### config.mk
export PLATFORM = sky130hd
export DESIGN_NAME = uart_brg
export DESIGN_NICKNAME = d
export VERILOG_FILES = /design/src/rtl/uart_brg_pkg.sv /design/src/rtl/uart_brg_pre.sv /design/src/rtl/uart_brg.sv
export SDC_FILE = /design/constraint.sdc
export NUM_CORES = 1
export LEC_CHECK = 0
export CAP_MARGIN = 20
export CORE_MARGIN = 1
export CORE_UTILIZATION = 40
export CTS_CLUSTER_DIAMETER = 40
export DETAILED_ROUTE_END_ITERATION = 10
export SYNTH_ARGS = -nofsm -noshare
export SYNTH_HDL_FRONTEND = slang
export SYNTH_SLANG_ARGS = --single-unit
### constraint.sdc
create_clock -name clk_i -period 5.2 [get_ports clk_i]
set_clock_uncertainty 0.05 [all_clocks]
set_input_delay 1.04 -clock clk_i [delete_from_list [all_inputs] [get_ports clk_i]]
set_output_delay 1.04 -clock clk_i [all_outputs]
set_load 0.05 [all_outputs]
### src/rtl/uart_brg_pkg.sv
// Shared defaults and configuration type for the UART baud-rate generator.
package uart_pack;
   localparam int unsigned DIV_W   = 16;
   localparam int unsigned FRAC_W  = 4;
   localparam int unsigned OVS     = 16;
   localparam int unsigned DEF_DIV = 27;

   typedef struct packed {
      logic [DIV_W-1:0]  div_int;
      logic [FRAC_W-1:0] div_frac;
   } brg_cfg_t;
endpackage

### src/rtl/uart_brg_pre.sv
// Fractional prescaler: spreads div_frac/2^FRAC_W extra clocks over ovs ticks
// by stretching a period by one clock whenever the fractional accumulator carries.
module uart_brg_pre #(
   parameter int unsigned DIV_W  = uart_pack::DIV_W,
   parameter int unsigned FRAC_W = uart_pack::FRAC_W
) (
   input  logic              clk,
   input  logic              rst,
   input  logic              en,
   input  logic              clr,
   input  logic [DIV_W-1:0]  div_int,
   input  logic [FRAC_W-1:0] div_frac,
   output logic              wrap,
   output logic              ovs_tick
);
   logic [DIV_W-1:0]  pre_cnt;
   logic [FRAC_W-1:0] frac_acc;
   logic [FRAC_W:0]   frac_sum;
   logic [DIV_W:0]    period;

   // Period is one bit wider than the divisor so div_int = 2^DIV_W-1 plus carry cannot overflow.
   always_comb begin
      frac_sum = {1'b0, frac_acc} + {1'b0, div_frac};
      period   = {1'b0, div_int} + {{DIV_W{1'b0}}, frac_sum[FRAC_W]};
      wrap     = en && ({1'b0, pre_cnt} == (period - (DIV_W+1)'(1)));
   end

   always_ff @(posedge clk) begin
      if (rst || clr) begin
         pre_cnt  <= '0;
         frac_acc <= '0;
         ovs_tick <= 1'b0;
      end else begin
         ovs_tick <= wrap;
         if (wrap) begin
            pre_cnt  <= '0;
            frac_acc <= frac_sum[FRAC_W-1:0];
         end else if (en) begin
            pre_cnt <= pre_cnt + DIV_W'(1);
         end
      end
   end
endmodule

### src/rtl/uart_brg.sv
// UART baud-rate generator: oversample, bit-boundary and mid-bit ticks with
// glitch-free divisor changes staged until a bit boundary, restart or idle.
module uart_brg
   import uart_pack::*;
#(
   parameter int unsigned DIV_W   = uart_pack::DIV_W,
   parameter int unsigned FRAC_W  = uart_pack::FRAC_W,
   parameter int unsigned OVS     = uart_pack::OVS,
   parameter int unsigned DEF_DIV = uart_pack::DEF_DIV
) (
   input  logic              clk_i,
   input  logic              rst_i,
   input  logic              en_i,
   input  logic              start_i,
   input  logic [DIV_W-1:0]  div_int_i,
   input  logic [FRAC_W-1:0] div_frac_i,
   input  logic              div_load_i,
   output logic              ovs_tick_o,
   output logic              bit_tick_o,
   output logic              mid_tick_o,
   output logic              pend_o,
   output logic              cfg_err_o
);
   localparam int unsigned OVS_W = $clog2(OVS);
   localparam logic [OVS_W-1:0] OVS_LAST = OVS_W'(OVS - 1);
   localparam logic [OVS_W-1:0] MID_LAST = OVS_W'(OVS / 2 - 1);

   typedef struct packed {
      logic [DIV_W-1:0]  div_int;
      logic [FRAC_W-1:0] div_frac;
   } cfg_t;

   cfg_t             act_cfg, pend_cfg, new_cfg;
   logic             pend, bit_tick, mid_tick, cfg_err;
   logic [OVS_W-1:0] ovs_cnt;
   logic             wrap, bit_wrap, load_ok;

   assign new_cfg  = '{div_int: div_int_i, div_frac: div_frac_i};
   assign load_ok  = div_load_i && (div_int_i >= DIV_W'(2));
   assign bit_wrap = wrap && (ovs_cnt == OVS_LAST);

   uart_brg_pre #(.DIV_W(DIV_W), .FRAC_W(FRAC_W)) u_pre (
      .clk      (clk_i),
      .rst      (rst_i),
      .en       (en_i),
      .clr      (start_i),
      .div_int  (act_cfg.div_int),
      .div_frac (act_cfg.div_frac),
      .wrap     (wrap),
      .ovs_tick (ovs_tick_o)
   );

   always_ff @(posedge clk_i) begin
      if (rst_i) begin
         act_cfg  <= '{div_int: DIV_W'(DEF_DIV), div_frac: '0};
         pend_cfg <= '0;
         pend     <= 1'b0;
         ovs_cnt  <= '0;
         bit_tick <= 1'b0;
         mid_tick <= 1'b0;
         cfg_err  <= 1'b0;
      end else begin
         cfg_err <= div_load_i && !load_ok;
         if (start_i) begin
            ovs_cnt  <= '0;
            bit_tick <= 1'b0;
            mid_tick <= 1'b0;
            pend     <= 1'b0;
            if (load_ok)
               act_cfg <= new_cfg;
            else if (pend)
               act_cfg <= pend_cfg;
         end else begin
            bit_tick <= bit_wrap;
            mid_tick <= wrap && (ovs_cnt == MID_LAST);
            if (wrap)
               ovs_cnt <= bit_wrap ? '0 : ovs_cnt + OVS_W'(1);
            // Old pending value is applied first; a load on the same edge re-arms pending.
            if (pend && (bit_wrap || !en_i)) begin
               act_cfg <= pend_cfg;
               pend    <= 1'b0;
            end
            if (load_ok) begin
               pend_cfg <= new_cfg;
               pend     <= 1'b1;
            end
         end
      end
   end

   assign bit_tick_o = bit_tick;
   assign mid_tick_o = mid_tick;
   assign pend_o     = pend;
   assign cfg_err_o  = cfg_err;
endmodule

**Word-level counts from Yosys, hierarchy flattened**

Index checks and enable logic that the tools add are counted.

- Register bits: 69
- Latch bits: 0
- Bits in writable memories: 0
- Memory bits (read-only): 0
- Bits of input ports: 25
- Memories kept: 0

- $add $sub $neg: 5
- Multiply operators: 0
- Divide/modulo/power cells: 0
- $lt $le $gt $ge: 1
- Equality and inequality tests: 4
- Shift operators: 0
- Mux-type cells: 7
- Bitwise logic cells: 1
- Reductions and logical operators: 16

Operators by type and width:

| cell | count |
|---|---|
| 20-bit 2-to-1 mux | 4 |
| 16-bit by 1-bit adder with 17-bit output | 1 |
| 16-bit by 17-bit == test with 1-bit output | 1 |
| 17-bit by 1-bit subtractor with 17-bit output (second input constant) | 1 |
| 16-bit by 1-bit adder with 16-bit output (second input constant) | 1 |
| 16-bit by 2-bit >= comparator with 1-bit output (second input constant) | 1 |
| 1-bit logical AND | 6 |
| 4-bit by 4-bit adder with 5-bit output | 1 |
| 4-bit by 1-bit adder with 4-bit output (second input constant) | 1 |
| 4-bit by 3-bit == test with 1-bit output (second input constant) | 1 |
| 4-bit == test (second input constant) | 1 |
| 4-bit 2-to-1 mux | 1 |
| 2-bit AND reduction | 2 |
| 2-bit nonzero test | 2 |
| 2-bit OR reduction | 2 |
| 3-bit by 1-bit != test with 1-bit output (second input constant) | 1 |
| 1-bit zero test | 2 |
| 1-bit logical OR | 2 |
| 1-bit 2-to-1 mux | 2 |
| 1-bit inverter | 1 |

**Depth between registers and ports, before layout**

- Depth in word-level cells: 10
- Mapped depth: 18
- Depth with buffers taken out: 15

**Modules after synthesis**

Synthesis repeated with hierarchy kept, for this count alone.

- Cell total of the unflattened synthesis: 459
- Area, all modules: 3946.3 µm²

By module, submodules not included:

| module | instances | cells an instance | area an instance (µm²) | sequential area each (µm²) |
|---|---|---|---|---|
| uart_brg | 1 | 244 | 2205.9 | 960.9 |
| uart_brg_pre | 1 | 215 | 1740.4 | 420.4 |

**Worst setup path before layout**

Ideal clock, no wire load.

- Path type: register to register
- Start: register act_cfg[0] (netlist name)
- End: register u_pre.pre_cnt[10]
- Setup time: 115 ps
- Arrival time: 3668 ps
- Data required time: 5035 ps
- Setup slack: 1367 ps
- Cell stages (with the launch flop): 18
- Clock period less this slack: 3833 ps
- Cell sequence: dfxtp_1 ha_1 inv_1 fa_1 inv_1 a21o_1 a21oi_1 ha_1 nor3b_1 nor2_1 or4b_2 a31o_2 or4_1 buf_2 nand2b_1 buf_2 buf_4 nor2_1

- Word-level cells in the longest chain between the ends: 6

Ends and longest elaborated chain:

| item | RTL line | RTL |
|---|---|---|
| from (decl) | uart_brg.sv:33 | `cfg_t act_cfg, pend_cfg, new_cfg;` |
| from (signal assigned) | uart_brg.sv:55 | `act_cfg <= '{div_int: DIV_W'(DEF_DIV), div_frac: '0};` |
| from (signal assigned) | uart_brg.sv:70 | `act_cfg <= new_cfg;` |
| from (signal assigned) | uart_brg.sv:72 | `act_cfg <= pend_cfg;` |
| 4-bit by 4-bit adder with 5-bit output | uart_brg_pre.sv:23 | `frac_sum = {1'b0, frac_acc} + {1'b0, div_frac};` |
| 16-bit by 1-bit adder with 17-bit output | uart_brg_pre.sv:24 | `period = {1'b0, div_int} + {{DIV_W{1'b0}}, frac_sum[FRAC_W]};` |
| 17-bit by 1-bit subtractor with 17-bit output | uart_brg_pre.sv:25 | `wrap = en && ({1'b0, pre_cnt} == (period - (DIV_W+1)'(1)));` |
| 16-bit by 17-bit == test with 1-bit output | uart_brg_pre.sv:25 |  |
| 1-bit logical AND | uart_brg_pre.sv:25 |  |
| 2-bit OR reduction (no source line) | n/a |  |
| to (signal assigned) | uart_brg_pre.sv:39 | `pre_cnt <= pre_cnt + DIV_W'(1);` |
| to (decl) | uart_brg_pre.sv:16 | `logic [DIV_W-1:0] pre_cnt;` |

No other way between the ends.
A chain may end at the register's enable or synchronous reset.

**Worst setup path in the final report**

- Start: register act_cfg[0] (netlist name)
- End: register u_pre.pre_cnt[15]

Same word-level chain as after synthesis.

==> metrics.txt <==
Slew HR=0.556; P_leak=between 1.5 and 2 nW; P per Cell Area=approximately 280 nW/um^2; period utilization=0.843; I/O Buffers=29; gr ovfl total=0; CP Launch Type=flop; DIE HEIGHT=approximately 100 um; layout cell share with drive strength beyond 1=0.108; Post-Layout Cell Count=between 500 and 600; Initial Util=0.418; Core Area=about 8800 um^2; Core Rows=34; routed vias=3101; setup tns final=0 ns; most frequent cells in the layout=69 x dfxtp_1, 60 x nand2_1, 51 x nor2_1; hold_buf cts=0; final core occ=0.484; routed vias/inst=5.35; first-pass GRT wire length=about 14 mm; top_reg_cell synth=dfxtp_1; element type at the critical path end=flop; CP arrival=around 4.6 ns; Pre-Repair DR Iteration Count=4; outcome=finished, final reports clean; most common cell after layout, fill and taps aside=dfxtp_1; kind of critical path=reg2reg; Routed WL=8.06 mm; Post-Syn Nets=between 400 and 500; H-tree depth=3; fin nets=around 500; vias in the first global route=2904; WL/cell=between 10 and 15 um; Hold WS=around 0.41 ns; Finished Cell Area=4290 um^2; drc violations=0; hold path cells=2; Die ar.=just under 10000 um^2; worst path required time=5.36 ns; Tot Pwr=around 1.2 mW; CTS sink cnt=69; I/O pin count=30; final hold violation count=0; DRT iter0 DRCs=around 180; diode count=0; Synth warnings=0; number of flops mapped to enable cells by yosys=0; Netlist cell types=between 40 and 50; post-cts sizing count=0; post-synthesis sequential area ratio=0.373; GP Congestion=about 0.93; Seq cells post-synth=about 70; cell count after placement=between 500 and 600; asr flop ratio synth=0; Routed Antenna Nets=0; CTS root buffer=clkbuf_8; min cycle time layout=~4.4 ns; Clk Latency, worst-skew pair=between 0.3 and 0.4 ns; VDD IR max=0.149 mV; unrepaired setup endpoints after global routing=no; CTS tree=built; cts bufs inserted=9; CP Max Fanout=16; final setup vio count=0; DP Wirelength=5.87 mm; area grow syn2layout=15.9%; DP Worst Slack=between 0.8 and 0.9 ns; pin count of the biggest net entering global routing=about 60; mapped cell area=3700 um^2; worst reg2reg path depth=14; clk buf depth=2; die width=98.2 um; Fmax achieved=between 200 and 250 MHz; Worst Max-Slew Pin Slew=0.665 ns; Gate Count Post-Synth=about 440; number of antenna violations at the first check in global routing=0; Max Cap Viol=0; final worst slack=a little over 0.8 ns; r2r setup slk=approximately 0.8 ns; global-route usage over all layers=0.176; pins over their slew limit=0; Worst-path clk slew=0.09 ns; Placement Cell Area=just over 4000 um^2; setup bufs post-CTS=0; Filler Cell Count=roughly 880; Mapped Avg Cell Area=approximately 8.3 um^2; worst hold path type=reg2reg
[flip-flops by register name, indices dropped and copies added (netlist names)]
register / cells
act_cfg: 20
pend_cfg: 20
u_pre.pre_cnt: 16
ovs_cnt: 4
u_pre.frac_acc: 4
bit_tick_o: 1
cfg_err_o: 1
mid_tick_o: 1
pend_o: 1
u_pre.ovs_tick: 1
[worst max-delay path: stages (launching register included)]
cell and delay (ns):
dfxtp_1 0.31, ha_1 0.20, inv_1 0.07, fa_1 0.19, inv_1 0.05, a21o_1 0.15
a21oi_1 0.14, ha_1 0.22, nor3b_1 0.58, nor2_1 0.11, or4b_2 0.62, a31o_2 0.28
or4_1 0.65, nand2b_1 0.51, nor2_1 0.11
[synthesized netlist by cell type (9+ instances only)]
cell type	number	share of area
mux2_2	18	0.055
nand4_1	9	0.015
nor2_1	51	0.052
nand2_1	60	0.061
a21oi_1	34	0.046
inv_1	12	0.012
nor2b_1	14	0.024
mux2i_1	19	0.051
xnor2_1	14	0.033
clkbuf_1	14	0.014
nand3_1	15	0.020
dfxtp_1	69	0.37
xor2_1	18	0.043
[final cells by class]
| type | instances | area [um^2] | area share |
|---|---|---|---|
| sequential | 69 | 1380 | 0.322 |
| clock inverter | 6 | 93.8 | 0.0219 |
| inverter | 12 | 45.0 | 0.0105 |
| clock buffer | 10 | 138 | 0.0321 |
| multi-input combinational | 340 | 2160 | 0.505 |
| timing repair buffer | 35 | 330 | 0.0771 |
| tap | 108 | 135 | 0.0315 |
[final timing paths]
kind / to / startpoint
setup / recovery: u_pre.pre_cnt[15]$_SDFFE_PP0P_ / act_cfg[0]$_SDFFE_PP0P_
setup reg to reg: u_pre.pre_cnt[15]$_SDFFE_PP0P_ / act_cfg[0]$_SDFFE_PP0P_
hold reg to reg: pend_cfg[4]$_SDFFE_PP0P_ / pend_cfg[4]$_SDFFE_PP0P_
hold / removal: pend_cfg[4]$_SDFFE_PP0P_ / pend_cfg[4]$_SDFFE_PP0P_
[power breakdown]
group | switching, mW | internal, mW | leakage [nW]
clock | 0.218 | 0.287 | 0.113
combinational | 0.0691 | 0.0618 | 1.04
sequential | 0.0157 | 0.544 | 0.560
total | 0.303 | 0.893 | 1.71
[logic make-up (layout without fill, tap and decap cells)]
logic type      count (synthesis)  in the layout  share of synthesized area
mux                            37             37                      0.106
simple gates                  199            199                      0.265
xor+xnor                       32             32                     0.0758
flops                          69             69                      0.373
compound gates                 63             63                      0.106
fa+ha+maj                       9              9                     0.0325
buf+inv                        35             63                     0.0419
[layer usage]
| layer | routed length, um | vias up | global-route usage |
|---|---|---|---|
| li1 | - | 1591 | - |
| met2 | 3490 | 58 | 0.274 |
| met3 | 297 | 15 | 0.0401 |
| met1 | 4150 | 1437 | 0.244 |
| met5 | 0 | - | 0 |
| met4 | 131 | 0 | 0.0528 |
Note: power is estimated with default switching activity, not from simulation.
